<file path="config.mk">
export PLATFORM = sky130hd
export DESIGN_NAME = wb_arbiter
export DESIGN_NICKNAME = d
export VERILOG_FILES = /design/src/rtl/wb_arbiter.sv
export SDC_FILE = /design/constraint.sdc
export NUM_CORES = 1
export LEC_CHECK = 0
export BUFFER_PORTS_ARGS = -buffer_cell sky130_fd_sc_hd__buf_2
export CORE_ASPECT_RATIO = 0.75
export CORE_UTILIZATION = 57
export CTS_CLUSTER_DIAMETER = 50
export DETAILED_ROUTE_END_ITERATION = 10
export HOLD_SLACK_MARGIN = 0.08
export PLACE_DENSITY_LB_ADDON = 0.1
export SLEW_MARGIN = 20
export SYNTH_ARGS = -nofsm -noshare
export SYNTH_HDL_FRONTEND = slang
export SYNTH_SLANG_ARGS = --single-unit
</file>
<file path="constraint.sdc">
create_clock -name clk -period 8.79 [get_ports clk]
set_input_delay 0.4395 -clock clk [delete_from_list [all_inputs] [get_ports clk]]
set_output_delay 0.4395 -clock clk [all_outputs]
set_load 0.01 [all_outputs]
</file>
<file path="src/rtl/wb_arbiter.sv">
// Writeback arbiter: merges always-accepted load results with buffered ALU
// results onto one register-file write port, with kill-on-collision and
// forwarding lookup over the ALU FIFO and the writeback register.
module wb_arbiter #(
   parameter int ALU_FIFO_DEPTH = 2
) (
   input  logic        clk,
   input  logic        rst,
   input  logic        mem_valid,
   input  logic [3:0]  mem_rd,
   input  logic [31:0] mem_data,
   input  logic        alu_valid,
   output logic        alu_ready,
   input  logic [3:0]  alu_rd,
   input  logic [31:0] alu_data,
   output logic        wb_we,
   output logic [3:0]  wb_rd,
   output logic [31:0] wb_data,
   input  logic [3:0]  fwd_rs1,
   input  logic [3:0]  fwd_rs2,
   output logic        fwd_rs1_hit,
   output logic        fwd_rs2_hit,
   output logic [31:0] fwd_rs1_data,
   output logic [31:0] fwd_rs2_data,
   input  logic        flush
);
   localparam int D  = ALU_FIFO_DEPTH;
   localparam int PW = (D > 1) ? $clog2(D) : 1;
   localparam int CW = $clog2(D + 1);
   localparam logic [CW-1:0] LP_D = CW'(D);

   logic [3:0]    r_rd   [D];
   logic [31:0]   r_data [D];
   logic          r_v    [D];
   logic [PW-1:0] r_rptr, r_wptr;
   logic [CW-1:0] r_cnt;
   logic          r_we;
   logic [3:0]    r_wb_rd;
   logic [31:0]   r_wb_data;

   logic          w_acc, w_push, w_pop, w_sel, w_we;
   logic [3:0]    w_rd;
   logic [31:0]   w_dat;
   logic [32:0]   w_f1, w_f2;

   // Pointer advance with wrap at the (possibly non power-of-two) depth.
   function automatic logic [PW-1:0] f_nxt(input logic [PW-1:0] p);
      return (p == PW'(D - 1)) ? '0 : p + PW'(1);
   endfunction

   // Forwarding lookup: wb register lowest priority, then FIFO entries
   // oldest->youngest so the youngest matching valid entry overrides.
   function automatic logic [32:0] f_lookup(input logic [3:0] rs);
      logic [32:0] res;
      int          idx;
      res = '0;
      if (r_we && r_wb_rd == rs) res = {1'b1, r_wb_data};
      for (int k = D - 1; k >= 0; k--) begin
         if (k < int'(r_cnt)) begin
            idx = (int'(r_wptr) + D - 1 - k) % D;
            if (r_v[PW'(idx)] && r_rd[PW'(idx)] == rs) res = {1'b1, r_data[PW'(idx)]};
         end
      end
      if (rs == 4'd0) res = '0;
      return res;
   endfunction

   assign alu_ready = (r_cnt < LP_D);
   assign w_acc     = alu_valid && alu_ready && !flush;
   assign w_push    = w_acc && (mem_valid || r_cnt != '0);
   assign w_pop     = !mem_valid && r_cnt != '0 && !flush;

   // Source select: load > FIFO head > ALU bypass; rd==0 or killed never writes.
   always_comb begin
      w_sel = 1'b0;
      w_we  = 1'b0;
      w_rd  = '0;
      w_dat = '0;
      if (mem_valid) begin
         w_sel = 1'b1;
         w_rd  = mem_rd;
         w_dat = mem_data;
         w_we  = (mem_rd != 4'd0);
      end else if (w_pop) begin
         w_sel = 1'b1;
         w_rd  = r_rd[r_rptr];
         w_dat = r_data[r_rptr];
         w_we  = r_v[r_rptr] && (r_rd[r_rptr] != 4'd0);
      end else if (w_acc) begin
         w_sel = 1'b1;
         w_rd  = alu_rd;
         w_dat = alu_data;
         w_we  = (alu_rd != 4'd0);
      end
   end

   // Writeback register; rd/data hold when nothing was selected.
   always_ff @(posedge clk or posedge rst) begin
      if (rst) begin
         r_we      <= 1'b0;
         r_wb_rd   <= '0;
         r_wb_data <= '0;
      end else begin
         r_we <= w_we;
         if (w_sel) begin
            r_wb_rd   <= w_rd;
            r_wb_data <= w_dat;
         end
      end
   end

   // ALU FIFO: flush clears, loads kill colliding entries, push lands after kill.
   always_ff @(posedge clk or posedge rst) begin
      if (rst) begin
         r_cnt  <= '0;
         r_rptr <= '0;
         r_wptr <= '0;
         for (int i = 0; i < D; i++) begin
            r_v[i]    <= 1'b0;
            r_rd[i]   <= '0;
            r_data[i] <= '0;
         end
      end else if (flush) begin
         r_cnt  <= '0;
         r_rptr <= '0;
         r_wptr <= '0;
         for (int i = 0; i < D; i++) r_v[i] <= 1'b0;
      end else begin
         if (mem_valid && mem_rd != 4'd0)
            for (int i = 0; i < D; i++)
               if (r_rd[i] == mem_rd) r_v[i] <= 1'b0;
         if (w_push) begin
            r_v[r_wptr]    <= 1'b1;
            r_rd[r_wptr]   <= alu_rd;
            r_data[r_wptr] <= alu_data;
            r_wptr         <= f_nxt(r_wptr);
         end
         if (w_pop) r_rptr <= f_nxt(r_rptr);
         r_cnt <= r_cnt + CW'(w_push) - CW'(w_pop);
      end
   end

   assign w_f1         = f_lookup(fwd_rs1);
   assign w_f2         = f_lookup(fwd_rs2);
   assign fwd_rs1_hit  = w_f1[32];
   assign fwd_rs1_data = w_f1[31:0];
   assign fwd_rs2_hit  = w_f2[32];
   assign fwd_rs2_data = w_f2[31:0];
   assign wb_we        = r_we;
   assign wb_rd        = r_wb_rd;
   assign wb_data      = r_wb_data;
endmodule

</file>
======== Word-level counts from Yosys, hierarchy flattened ========
Index checks and enable logic that the tools add are counted.
word-level totals
  output and inout bits ................... 104
  bits in registers ....................... 115
  word-level logic and storage cells ...... 133
cells by class
  reductions and logical operators ........ 26
  $lt $le $gt $ge ......................... 8
  bitwise logic cells ..................... 6
  add/subtract/negate cells ............... 7
  muxes and demuxes ....................... 66
  equal/unequal tests ..................... 8
operator list
  cell                   count
  $mux W33               12
  $mux W32               11
  $bwmux W64             1
  $mux W4                11
  $demux W32 S1          1
  $eq A4 B4 Y1           8
  $mux W1                22
  $logic_and A1 B1 Y1    14
  $reduce_bool A4 Y1     3
  $mux W2                5
  $bwmux W8              1
  $logic_not A4 Y1       2
  $reduce_bool A2 Y1     3
  $demux W4 S1           1
  $ge A1 B2 Y1 const B   2
  $ge A2 B2 Y1 const B   2
  $lt A1 B2 Y1 const A   2
  $not A1 Y2             2
  $add A1 B1 Y1 const B  3
  $not A1 Y1             3
  $add A2 B1 Y2          1
  $logic_not A1 Y1       2
  $lt A2 B1 Y1 const B   1
  $lt A2 B2 Y1 const B   1
  6 further kinds        7

======== Logic depth before layout (Yosys ltp) ========
Gate-level depths: netlist of the first run.
  depth in word-level cells ............... 14
  gate-level depth with buffers ........... 9
  gate-level depth less buffers ........... 8

======== Worst setup path after synthesis of the first run ========
OpenSTA, ideal clock, no wires.
  path kind ............................... reg-to-output
  start point ............................. register r_wb_rd[0] (netlist: wb_rd[0])
  end point ............................... output port fwd_rs2_data[13]
  arrival ................................. 1.640 ns
  stages on the path, launching flop included .. 6
  slack ................................... 6.711 ns
  buffers on the path ..................... 1
  path through ............................ dfrtp_1 -> xor2_1 -> nor3_1 -> nand3_1 -> clkbuf_1 -> a221oi_1
between the ends
  word-level cells in the longest chain between the ends .. 8
ends and longest elaborated chain
  element                  RTL line  text
  from (decl)              38        logic [3:0] r_wb_rd;
  from (signal assigned)   106       r_wb_rd <= w_rd;
  $eq A4 B4 Y1 (*)         57        if (r_we && r_wb_rd == rs) res = {1'b1, r_wb_data};
  $logic_and A1 B1 Y1 (*)  57
  $mux W33 (*)             57
  $mux W33                 61        if (r_v[PW'(idx)] && r_rd[PW'(idx)] == rs) res = {1'b1, r_data[PW'(idx)]};
  $mux W33 (*)             59        if (k < int'(r_cnt)) begin
  $mux W33                 61
  $mux W33 (*)             59
  $mux W33 (*)             64        if (rs == 4'd0) res = '0;
  to (decl)                24        output logic [31:0] fwd_rs2_data,
Every way passes the cells marked *; elsewhere a longest branch is shown, timed or not.

======== Worst setup path after layout of the first run ========
  start point ............................. register r_rd[6] in the netlist's numbering
  end point ............................... output port fwd_rs1_data[12]
between the ends
  word-level cells in the longest chain between the ends .. 9
  elaborated cells between the ends (all ways) .. 13
  those cells by class .................... 2 x eq/ne; 9 x mux; 2 x reduce/logical
ends and longest elaborated chain
  element                                      RTL line  text
  from (decl)                                  32        logic [3:0] r_rd [D];
  from (signal, indexed assignment)            134       r_rd[r_wptr] <= alu_rd;
  $mux W4 (implied by the code) (2 in series)  61
  $eq A4 B4 Y1                                 61
  $logic_and A1 B1 Y1                          61
  $mux W33                                     61
  $mux W33                                     59
  $mux W33                                     61
  $mux W33 (*)                                 59
  $mux W33 (*)                                 64
  to (decl)                                    23        output logic [31:0] fwd_rs1_data,
Every way passes the cells marked *; elsewhere a longest branch is shown, timed or not. The select of a mux whose other input is x is not followed.

==> metrics.cfg, run 1 <==
[cells_and_area]
area_growth_pct=21.5
fin_area_mm2=0.00840
final_util=0.718
n_antenna_cell=0
nNetsFinal=945
final_cell_count_no_fill=1031
layout-drive-gt1-share=0.367

[drt]
drtIter0Drc=758
dr.pass1.iters=5
wirelength_um=22200
ant_nets=0
drc_errors=0
vias_per_cell=6.53
routedWlPerCell_um=21.5
vias=6731

[die]
rows=34
die_area_mm2=0.0126
dieWidth_um=129
die_y_um=97.3
core_mm2=0.0117
io_pins=189
initial_core_util=0.591

[power_and_ir_drop]
p_total_mw=2.06
leakagePower_nw=3.85
ir_drop_mv=0.150
power_density_mw_per_mm2=245

[setup_path]
cp_max_fo=17
ff2ff_path_depth=4
endpoint_kind=output port
rrSetupSlack_ps=6440
critPathLaunch=r_rd[6]$_DFFE_PP0P_
criticalPathCategory=reg -> out
critPathRequiredTime_ps=8350
critPathLaunchType=register
worstPathArrival_ps=3030
r2r-start=r_cnt[1]$_DFF_PP0_

[timing]
fmax_mhz=288
maxSlewHeadroom=0.239
fin_crit_sh=0.395
finalHoldViolCount=0
layout_min_cycle_time_ps=3470
final-setup-viol-count=0
setup_tns_ps=0
grt_setup_unrepaired=no
hold_slack_ps=192
clock_skew_ps=7.21
worst_slack_ps=5320
worstMarginPinSlew_ps=1140
slew_violations=0

[cts]
postCtsResizedCells=0
post-cts-setup-buffers=0
cts_buffer_depth=2
root_buffer=clkbuf_16
clk-insertion-delay-late_ps=400
tritoncts=done
htree_levels=4
path_clk_slew_ps=50
holdBufCountCts=0
clock_sinks=115
cts_buffers=17

[placement]
gp_congestion=0.874
numPortBuffers=188
dp_slack_ps=5640
dp_hpwl_um=13300
dp_cells=1000
postPlaceCellArea_mm2=0.00779

[yosys]
async_reset_ff_frac=1.00
synth.area.top_cells=dfrtp_1 (42%), mux2_2 (12%), a221oi_1 (8.4%)
synth_area_mm2=0.00691
synth_warnings=0
synth-main-ff-cell=dfrtp_1
synth_top_area_cell=dfrtp_1
synth-edff-count=0
postSynthCellCount=711
avgSynthCellArea_um2=9.72
post-synth-top-area-fraction=0.417
ys_seq_area_frac=0.417
synth.most_common_cell=dfrtp_1
synthTopCellsByCount=dfrtp_1 (115), mux2_2 (75), inv_1 (67), o21ai_0 (67), a221oi_1 (66)
syn_nets=798
synth_cell_type_count=44
ys_ff_latch=115

[grt]
grtUsageTotal=0.366
antenna_found_initial=0
grt_pass1_vias=6689
grt_max_degree=73
grt.overflow.total=0
grt_pass1_wl_um=35200

[hold_path]
worstHoldPathType=in -> async

[job]
drv_cap=0

[run_status]
status=completed

per-layer routing:
layer	up-vias	track usage	wire length, um
met1	3289	0.504	9180
met2	479	0.566	10200
li1	2923	-	-
met3	40	0.0754	2390
met5	-	0	0
met4	0	0.144	397
flip-flops by register name (all words and copies together), names as in the netlist:
signal and count:
r_cnt 2, r_data 64, r_rd 8, r_rptr 1
r_v 2, r_wptr 1, wb_data 32, wb_rd 4
wb_we 1
worst max-delay path, cell delays in order, from the launching register on:
cell and delay [ps]:
dfrtp_1 470, xor2_1 200, nor3_1 370, nand3_1 680
buf_4 480, o32ai_1 210, buf_2 210
layout make-up:
class / instances / area (um^2)
Timing Repair Buffer: 199 / 1040
Clock inverter: 4 / 45.0
Multi-Input combinational cell: 457 / 3440
Sequential cell: 115 / 2880
Clock buffer: 26 / 529
Inverter: 68 / 258
Tap cell: 162 / 203
Fill cell: 922 / 3300
cell families after synthesis:
kind of cell | synth area share
muxes | 0.125
buffers and inverters | 0.0924
and+or+nand+nor | 0.0925
AOI/OAI and AO/OA | 0.237
xor gates and xnor gates | 0.0330
adders and majority gates | 0.00362
DFF | 0.417
power by group:
group	switching (mW)	internal (mW)
registers	0.156	0.698
clock network	0.233	0.437
logic	0.280	0.255
cells in the final DEF, fill, tap and decap left out, drive strengths merged, types with 16 or more instances in the layout:
master / count
mux2: 77
buf: 199
o21ai: 69
clkbuf: 26
a221oi: 68
o2bb2ai: 36
inv: 68
nand2: 35
nand3: 35
xnor2: 16
nor2: 43
o32ai: 31
dfrtp: 115
path summary, 6_finish.rpt:
kind                                      endpoint
max reg2reg                 r_data[40]$_DFFE_PP0P_
max in group asynchronous  wb_data[28]$_DFFE_PP0P_
max                               fwd_rs1_data[12]
min reg2reg                 r_data[16]$_DFFE_PP0P_
min                        wb_data[18]$_DFFE_PP0P_
min in group clk            wb_data[7]$_DFFE_PP0P_
(Power assumes the default switching activity.)
==> run 2, diff against run 1 <==
CORE_UTILIZATION = 48   (was 57)
clock period = 3.1 ns   (was 8.79 ns; I/O delays follow)
==> run 2 against run 1 <==
Net effect: register-to-register slack worse by 5800 ps; largest cell class unchanged; utilization is 5.0 points lower; critical endpoint is now fwd_rs2_data[23]; count of clock-buffer cells in the layout is 5 lower; routed wire length is 5.4% higher; clock skew is 0.54 ps higher; final area is 10% higher; sequential power grew to 2.8 times the previous value; clock power grew to 3.0 times the previous value; largest power group unchanged; sequential share of layout area is 3.3 points lower; via count is 4.0% higher; combinational power grew to 3.0 times the previous value; setup slack worse by 5100 ps.
==> metrics.cfg, run 2 (same netlist as run 1, synthesis figures left out) <==
[drt]
routedWlPerCell_um=20.6
vias_per_cell=6.18
drtIter0Drc=607
wirelength_um=23400
ant_nets=0
vias=7001
dr.pass1.iters=5
drc_errors=0

[die]
rows=37
dieWidth_um=141
initial_core_util=0.497
die_y_um=106
io_pins=189
core_mm2=0.0139
die_area_mm2=0.0149

[power_and_ir_drop]
power_density_mw_per_mm2=648
ir_drop_mv=0.428
leakagePower_nw=4.22

[grt]
grt_pass1_vias=6790
grt_max_degree=116
grtUsageTotal=0.321
antenna_found_initial=0
grt.overflow.total=0
grt_pass1_wl_um=36900

[cts]
post-cts-setup-buffers=0
postCtsResizedCells=0
tritoncts=done
clk-insertion-delay-late_ps=420
htree_levels=4
root_buffer=clkbuf_16
cts_buffers=17
cts_buffer_depth=2
clock_sinks=115
path_clk_slew_ps=50

[timing]
layout_min_cycle_time_ps=2880
fmax_mhz=347
setup_tns_ps=0
maxSlewHeadroom=0.231
fin_crit_sh=0.928
grt_setup_unrepaired=no
finalHoldViolCount=0
final-setup-viol-count=0
slew_violations=0
worstMarginPinSlew_ps=1150
clock_skew_ps=7.75

[placement]
dp_hpwl_um=14600
gp_congestion=0.873
dp_cells=1025
numPortBuffers=188

[run_status]
status=completed

[cells_and_area]
nNetsFinal=1031
fillCellCount=1133
n_antenna_cell=0
largest_reg_flops=64
layout-drive-gt1-share=0.347
final_util=0.668
final_common_cell=buf_2
final_cell_mix=buf_2 (188), dfrtp_1 (114), mux2_2 (75), dlygate4sd3_1 (75), o21ai_0 (67)
regMostFlops=r_data
area_growth_pct=34.2
final_cell_count_no_fill=1132

[setup_path]
rrSetupSlack_ps=680
criticalPathCategory=reg -> out
endpoint_kind=output port
critPathRequiredTime_ps=2940
worstPathArrival_ps=2720
cp_max_fo=33
critPathLaunchType=register
crit_slowest_cell=nor2b_4
crit_family=simple AND/OR/NAND/NOR gates
path_cells=xnor2_1, nor2b_4, nand2_4, a221oi_1, buf_2
critPathBufInv=1
slowest_delay_ps=560

[hold_path]
worstHoldPathType=in -> reg

[job]
drv_cap=0

==> run 2: cell types whose count changed in the layout (fill, tap and decap cells not counted), sizes merged <==
cell and delta:
buf +11, clkbuf -5, clkinvlp +3, bufinv +2, inv -1, dlygate4sd3 +75
clkinv +3
==> run 2: worst paths after layout <==
| path | from | to | cells after the start |
|---|---|---|---|
| max reg2reg | r_cnt[1]$_DFF_PP0_ | wb_data[24]$_DFFE_PP0P_ | 6 |
| max in group asynchronous | rst | r_rptr$_DFFE_PP0P_ | 4 |
| min in group asynchronous | rst | r_rd[0]$_DFFE_PP0P_ | 4 |
| max | r_rd[5]$_DFFE_PP0P_ | fwd_rs2_data[23] | 5 |
| min reg2reg | r_data[22]$_DFFE_PP0P_ | r_data[22]$_DFFE_PP0P_ | 1 |
| min | mem_valid | r_rptr$_DFFE_PP0P_ | 3 |
==> run 2: through the flow <==
step                worst slack [ps]  power (mW)  hold WS, ps  area (um^2)
floorplan                       1310        3.42          287         6910
global placement                 843        3.85          389         7940
CTS                              270        6.00          329         9280
detailed placement               715        3.93          396         7940
global route                    72.1        6.32          351         9280
finish                           222        6.01          350         9280
==> run 2: final cells by class <==
class | instances | area [um^2] | area share
multi-input cells | 457 | 3440 | 0.371
clock inverters | 11 | 135 | 0.0146
inverters | 68 | 259 | 0.0279
flip-flops and latches | 115 | 2880 | 0.310
well taps | 175 | 219 | 0.0236
repair buffers | 285 | 1890 | 0.204
clock buffers | 21 | 450 | 0.0486
==> run 2: what timing repair did <==
item / in CTS / in global routing
hold buffers: 75 / 0
hold endpoints to repair: 228 / 0
endpoints found under the setup margin: 0 / 0
==> run 2: metal layers <==
| metal | routed length, um | track usage | vias to the layer above |
|---|---|---|---|
| met3 | 2040 | 0.0640 | 36 |
| met4 | 274 | 0.0924 | 0 |
| met1 | 10400 | 0.450 | 3462 |
| met5 | 0 | 0 | - |
| met2 | 10600 | 0.506 | 413 |
| li1 | - | - | 3090 |
==> run 2: tightest hold or removal path, delay by kind of cell <==
kind                   cells  cell delay (ps)
AOI/OAI and AO/OA          2              300
buffers and inverters      1              260
==> run 2: power by group <==
part	internal, mW	leakage (nW)	total (mW)	switching (mW)
combinational	0.805	2.56	1.61	0.807
clock	1.27	0.286	1.98	0.709
sequential	1.98	1.38	2.42	0.440
total	4.06	4.22	6.01	1.96
